<file path="config.mk">
export PLATFORM = sky130hd
export DESIGN_NAME = pipe_stall_ctrl
export DESIGN_NICKNAME = d
export VERILOG_FILES = /design/src/rtl/pipe_ctrl_pkg.sv /design/src/rtl/mem_wait_fsm.sv /design/src/rtl/pipe_stall_ctrl.sv
export SDC_FILE = /design/constraint.sdc
export NUM_CORES = 1
export LEC_CHECK = 0
export CAP_MARGIN = 20
export CORE_MARGIN = 2
export CORE_UTILIZATION = 45
export DETAILED_ROUTE_END_ITERATION = 16
export HOLD_SLACK_MARGIN = 0.03
export PLACE_DENSITY = 0.79
export SLEW_MARGIN = 20
export SYNTH_ARGS = -nofsm -noshare
export SYNTH_HDL_FRONTEND = slang
export SYNTH_SLANG_ARGS = --single-unit
</file>
<file path="constraint.sdc">
create_clock -name clk_Stall -period 2.7 [get_ports clk_Stall]
set_clock_uncertainty 0.05 [all_clocks]
set_input_delay 0.405 -clock clk_Stall [delete_from_list [all_inputs] [get_ports clk_Stall]]
set_output_delay 0.405 -clock clk_Stall [all_outputs]
set_load 0.005 [all_outputs]
</file>
<file path="src/rtl/pipe_ctrl_pkg.sv">
// Shared types and constants for the pipeline hazard/stall sequencer.
package pipe_ctrl_pkg;

  typedef enum logic [1:0] {
    MEM_IDLE = 2'd0,
    MEM_WAIT = 2'd1,
    MEM_ERR  = 2'd2
  } mem_state_t;

  typedef struct packed {
    logic en_PC;
    logic en_IFID;
    logic en_IDEX;
    logic en_ExMem;
    logic en_MemWB;
    logic flush_IFID;
    logic flush_IDEX;
  } stage_ctrl_t;

  localparam logic [4:0] REG_ZERO = 5'd0;

  localparam stage_ctrl_t CTRL_RUN    = 7'b11111_00;
  localparam stage_ctrl_t CTRL_FREEZE = 7'b00000_00;
  localparam stage_ctrl_t CTRL_BRANCH = 7'b11111_11;
  localparam stage_ctrl_t CTRL_LDUSE  = 7'b00111_01;

endpackage

</file>
<file path="src/rtl/mem_wait_fsm.sv">
// Data-memory handshake tracker: wait state, timeout counter and sticky error.
module mem_wait_fsm
  import pipe_ctrl_pkg::*;
#(
  parameter int MEM_TIMEOUT = 64
) (
  input  logic clk_Stall,
  input  logic rstn_Stall,
  input  logic dmem_req_Mem,
  input  logic dmem_ready_Mem,
  output logic mem_stall,
  output logic mem_wait,
  output logic mem_err
);

  localparam int TO_W = $clog2(MEM_TIMEOUT + 1);
  localparam logic [TO_W-1:0] TO_LAST = TO_W'(MEM_TIMEOUT - 1);

  mem_state_t      state_q, state_d;
  logic [TO_W-1:0] to_cnt_q, to_cnt_d;
  logic            mem_err_q, mem_err_d;

  always_ff @(posedge clk_Stall or negedge rstn_Stall) begin
    if (!rstn_Stall) begin
      state_q   <= MEM_IDLE;
      to_cnt_q  <= '0;
      mem_err_q <= 1'b0;
    end else begin
      state_q   <= state_d;
      to_cnt_q  <= to_cnt_d;
      mem_err_q <= mem_err_d;
    end
  end

  always_comb begin
    state_d   = state_q;
    to_cnt_d  = to_cnt_q;
    mem_err_d = mem_err_q;
    mem_stall = 1'b0;
    unique case (state_q)
      MEM_IDLE: begin
        // A same-cycle ready completes with no stall at all.
        if (dmem_req_Mem && !dmem_ready_Mem) begin
          mem_stall = 1'b1;
          state_d   = MEM_WAIT;
          to_cnt_d  = TO_W'(1);
        end
      end
      MEM_WAIT: begin
        if (dmem_ready_Mem) begin
          state_d  = MEM_IDLE;
          to_cnt_d = '0;
        end else begin
          mem_stall = 1'b1;
          to_cnt_d  = to_cnt_q + TO_W'(1);
          if (to_cnt_q == TO_LAST) begin
            state_d   = MEM_ERR;
            mem_err_d = 1'b1;
          end
        end
      end
      MEM_ERR: begin
        mem_stall = 1'b1;
      end
      default: begin
        state_d = MEM_IDLE;
      end
    endcase
  end

  assign mem_wait = (state_q == MEM_WAIT);
  assign mem_err  = mem_err_q;

endmodule

</file>
<file path="src/rtl/pipe_stall_ctrl.sv">
// Central hazard/stall sequencer: per-stage enables and bubbles from load-use,
// taken-branch and data-memory wait sources, plus a saturating stall counter.
module pipe_stall_ctrl
  import pipe_ctrl_pkg::*;
#(
  parameter int MEM_TIMEOUT = 64,
  parameter int CNT_W       = 16
) (
  input  logic             clk_Stall,
  input  logic             rstn_Stall,
  input  logic [4:0]       rs1_addr_ID,
  input  logic [4:0]       rs2_addr_ID,
  input  logic             rs1_used_ID,
  input  logic             rs2_used_ID,
  input  logic [4:0]       Rd_addr_EX,
  input  logic             MemRead_EX,
  input  logic             RegWrite_EX,
  input  logic             branch_taken_EX,
  input  logic             dmem_req_Mem,
  input  logic             dmem_ready_Mem,
  output logic             en_PC,
  output logic             en_IFID,
  output logic             en_IDEX,
  output logic             en_ExMem,
  output logic             en_MemWB,
  output logic             flush_IFID,
  output logic             flush_IDEX,
  output logic             mem_wait,
  output logic             mem_err,
  output logic [CNT_W-1:0] stall_cycles
);

  function automatic logic [CNT_W-1:0] sat_inc(input logic [CNT_W-1:0] v);
    return (&v) ? v : v + CNT_W'(1);
  endfunction

  logic        mem_stall;
  logic        load_use;
  logic        count_stall;
  stage_ctrl_t ctrl_c;
  stage_ctrl_t ctrl_out;
  logic [CNT_W-1:0] stall_cycles_q, stall_cycles_d;

  mem_wait_fsm #(
    .MEM_TIMEOUT(MEM_TIMEOUT)
  ) u_mem_wait_fsm (
    .clk_Stall     (clk_Stall),
    .rstn_Stall    (rstn_Stall),
    .dmem_req_Mem  (dmem_req_Mem),
    .dmem_ready_Mem(dmem_ready_Mem),
    .mem_stall     (mem_stall),
    .mem_wait      (mem_wait),
    .mem_err       (mem_err)
  );

  assign load_use = MemRead_EX && RegWrite_EX && (Rd_addr_EX != REG_ZERO) &&
                    ((rs1_used_ID && (Rd_addr_EX == rs1_addr_ID)) ||
                     (rs2_used_ID && (Rd_addr_EX == rs2_addr_ID)));

  // A frozen EX stage keeps branch/load-use inputs stable, so deferring them
  // under a memory stall simply re-evaluates them in the release cycle.
  always_comb begin
    ctrl_c      = CTRL_RUN;
    count_stall = 1'b0;
    if (mem_stall) begin
      ctrl_c      = CTRL_FREEZE;
      count_stall = 1'b1;
    end else if (branch_taken_EX) begin
      ctrl_c = CTRL_BRANCH;
    end else if (load_use) begin
      ctrl_c      = CTRL_LDUSE;
      count_stall = 1'b1;
    end
  end

  always_comb begin
    stall_cycles_d = stall_cycles_q;
    if (count_stall) begin
      stall_cycles_d = sat_inc(stall_cycles_q);
    end
  end

  always_ff @(posedge clk_Stall or negedge rstn_Stall) begin
    if (!rstn_Stall) begin
      stall_cycles_q <= '0;
    end else begin
      stall_cycles_q <= stall_cycles_d;
    end
  end

  // While reset is held the pipeline runs free regardless of hazard inputs.
  assign ctrl_out = rstn_Stall ? ctrl_c : CTRL_RUN;

  assign en_PC        = ctrl_out.en_PC;
  assign en_IFID      = ctrl_out.en_IFID;
  assign en_IDEX      = ctrl_out.en_IDEX;
  assign en_ExMem     = ctrl_out.en_ExMem;
  assign en_MemWB     = ctrl_out.en_MemWB;
  assign flush_IFID   = ctrl_out.flush_IFID;
  assign flush_IDEX   = ctrl_out.flush_IDEX;
  assign stall_cycles = stall_cycles_q;

endmodule

</file>
==> flow_metrics.env, run 1 <==
export IMPL_r2r_start="stall_cycles[0]"
export IMPL_layout_common_cells="clkdlybuf4s50_1 (43), dfrtp_1 (26), nand2_1 (19), buf_4 (17)"
export IMPL_critPathBufInv=3
export IMPL_antenna_cells=0
export IMPL_drtPass1Iterations=4
export IMPL_required_ns=2.25
export IMPL_synth_edf_count=0
export IMPL_seq_area_um2=651
export IMPL_fmax_mhz=377
export IMPL_crit_fanout=2
export IMPL_synth_cell_types=35
export IMPL_crit_path_start="Rd_addr_EX[3]"
export IMPL_grt_usage=0.219
export IMPL_tritoncts="done"
export IMPL_wl_per_cell_um=14.0
export IMPL_worst_ir_drop_vdd_mv=0.625
export IMPL_period_minus_slack_ns=2.65
export IMPL_io_pins=49
export IMPL_ant_nets=0
export IMPL_rsz0062_at_grt="false"
export IMPL_drc_errors=0
export IMPL_port_buffers=48
export IMPL_final_common_cell="clkdlybuf4s50_1"
export IMPL_dieArea_um2=3740
export IMPL_slowest_delay_ns=0.49
export IMPL_use_met3=0.0504
export IMPL_finalNetCount=247
export IMPL_path_cells="clkdlybuf4s50_1 > or4_4 > o211ai_2 > inv_1 > a31oi_2 > nand2b_4 > dlygate4sd2_1"
export IMPL_cts_buffers=3
export IMPL_worstHoldPathType="primary input to asynchronous set/reset pin"
export IMPL_clk_pin_slew_worst_paths_ns=0.15
export IMPL_crit_cells=7
export IMPL_h_tree_depth=1
export IMPL_grt_use_met1=0.270
export IMPL_dpl_hpwl_um=2840
export IMPL_cpMaxStageDelayCell="or4_4"
export IMPL_crit_type="primary input to primary output"
export IMPL_syn_inst=156
export IMPL_synth_flop_cell="dfrtp_1"
export IMPL_globalplace_congestion=0.841
export IMPL_root_buffer="clkbuf_4"
export IMPL_outcome="finished, final reports clean"
export IMPL_ys_ff_latch=26
export IMPL_async_flop_share=1.00
export IMPL_tns_ns=0
export IMPL_r2r_end="stall_cycles[1]"
export IMPL_setup_viol=0
export IMPL_drt_initial_drc_count=86
export IMPL_clk_latency_ns=0.32
export IMPL_r2r_cells=7
export IMPL_synth_area_leader_cell="dfrtp_1"
export IMPL_gr_total_overflow=0
export IMPL_antenna_found_initial=0
export IMPL_ys_warn_count=0
export IMPL_maxSlewViolCount=0
export IMPL_top_usage_layer="met2"
export IMPL_multi_input_area_um2=773
export IMPL_post_route_period_util=0.981
export IMPL_worst_pin_slew_ns=0.520
export IMPL_path_delay_family="buffers and inverters"
export IMPL_die_x_um=61.2
export IMPL_critical_path_arrival_ns=2.19
export IMPL_yosysSeqAreaShare=0.442
export IMPL_place_area_um2=2070
export IMPL_clkSinkCount=26
export IMPL_core_area_um2=3080
export IMPL_fin_ws_ns=0.0509
export IMPL_rows=20
export IMPL_via_count=1356
export IMPL_hold_ws_ns=0.417
export IMPL_cts_hold_buf=0
export IMPL_design_area_um2=2160
export IMPL_start_kind="primary input"
export IMPL_avgSynthCellArea_um2=9.43
export IMPL_clockBufferDepth=2
export IMPL_utilization=0.703
export IMPL_pre_cts_ws_ns=-0.284
export IMPL_regToRegSetupSlack_ns=0.32
export IMPL_grt_pass1_vias=1391
export IMPL_slew_headroom=0.650
export IMPL_syn2layout_area_growth_pct=47.0
export IMPL_netlist_area_um2=1470
export IMPL_finalHoldViolCount=0
export IMPL_routed_wl_um=3690
export IMPL_grtUsageMet2=0.378
export IMPL_fillers=256
export IMPL_initial_core_util=0.478
export IMPL_vias_per_cell=5.14
export IMPL_grt_max_degree=22
export IMPL_yosys_area_top_type_share=0.442
export IMPL_cap_violations=0
export IMPL_drive_gt1_frac=0.145
export IMPL_p_per_area_nw_per_um2=672
export IMPL_ys_top_cells_by_area="dfrtp_1 (44%), xnor2_1 (7.1%), xor2_1 (7.1%)"
export IMPL_grt_pass1_wl_um=6110
export IMPL_endpoint_kind="primary output"
export IMPL_leakage_uw=0.000910
export IMPL_synth_nets=182
export IMPL_die_y_um=61.2
[cells in the mapped netlist (2+ instances only)]
cell type / instances
a21oi_1: 2
and3_1: 2
buf_4: 3
dfrtp_1: 26
ha_1: 2
inv_1: 7
mux2_4: 2
nand2_1: 19
nand2b_1: 2
nand3_1: 8
nand4_1: 5
nor2_1: 12
nor3_1: 9
nor4_1: 3
o21ai_0: 10
o31ai_1: 2
or2_2: 2
xnor2_1: 12
xor2_1: 12
[worst reg2reg max path, delay by kind of cell (launching register included)]
family                   cells  cell delay (ns)
AO/OA/AOI/OAI                1             0.25
adder cells (fa/ha/maj)      1             0.22
buffers and inverters        1             0.21
flip-flops                   1             0.44
multiplexers                 1             0.30
AND/OR/NAND/NOR              3             0.81
[layer usage]
layer	routed length, um	share of wire
met4	53	0.014
met5	0	0
met3	192	0.052
met2	1780	0.48
met1	1660	0.45
[power by group]
part           switching (uW)  internal, uW  leakage (uW)  total, uW
clock                     122           150     0.0000279        272
sequential                141           490      0.000304        632
combinational             209           341      0.000579        550
[stage by stage]
stage,instances,total power (uW)
floorplan,156,852
global placement,257,1160
detailed placement,257,1180
CTS,263,1460
global route,264,1540
finish,264,1450
[cells by family (layout without fill, tap and decap cells)]
group                      after synthesis  after routing  share of synthesized area
AOI/OAI and AO/OA                       22             22                      0.100
buffers and inverters                   12             76                     0.0442
and+or+nand+nor                         67             67                      0.226
DFF                                     26             26                      0.442
adders and majority gates                2              2                     0.0170
muxes                                    3              3                     0.0272
xor gates and xnor gates                24             24                      0.143
[sequential cells by signal, indices dropped and copies added, names as in the netlist]
register and cells:
u_mem_wait_fsm.mem_err 1, u_mem_wait_fsm.state_q 2, u_mem_wait_fsm.to_cnt_q 7, stall_cycles 16
[worst max path at each step]
stage	endpoint	slack, ns
floorplan	stall_cycles[1]	0.59
global placement	en_PC	-0.18
detailed placement	en_PC	-0.28
CTS	en_PC	0.08
global route	en_PC	0.002
finish	en_PC	0.05
[layout make-up]
cell class | instances | area share
Multi-Input combinational cell | 118 | 0.357
Clock inverter | 1 | 0.0139
Clock buffer | 3 | 0.0104
Timing Repair Buffer | 65 | 0.280
Inverter | 7 | 0.0121
Sequential cell | 26 | 0.301
Tap cell | 44 | 0.0254
[timing repair]
| item | CTS | global route |
|---|---|---|
| resized for setup | 7 | 1 |
| pin swaps | 3 | 1 |
| setup buffers | 2 | 1 |
| endpoints found under the setup margin | 3 | 2 |
Power figures use the tool's default switching activity.
==> run 2: changes to the inputs <==
ABC_CLOCK_PERIOD_IN_PS = 2700   (was default)
TNS_END_PERCENT = 100   (was default)
==> results of run 2 <==
Same layout as run 1: the final DEF is identical, and so are final timing and power.
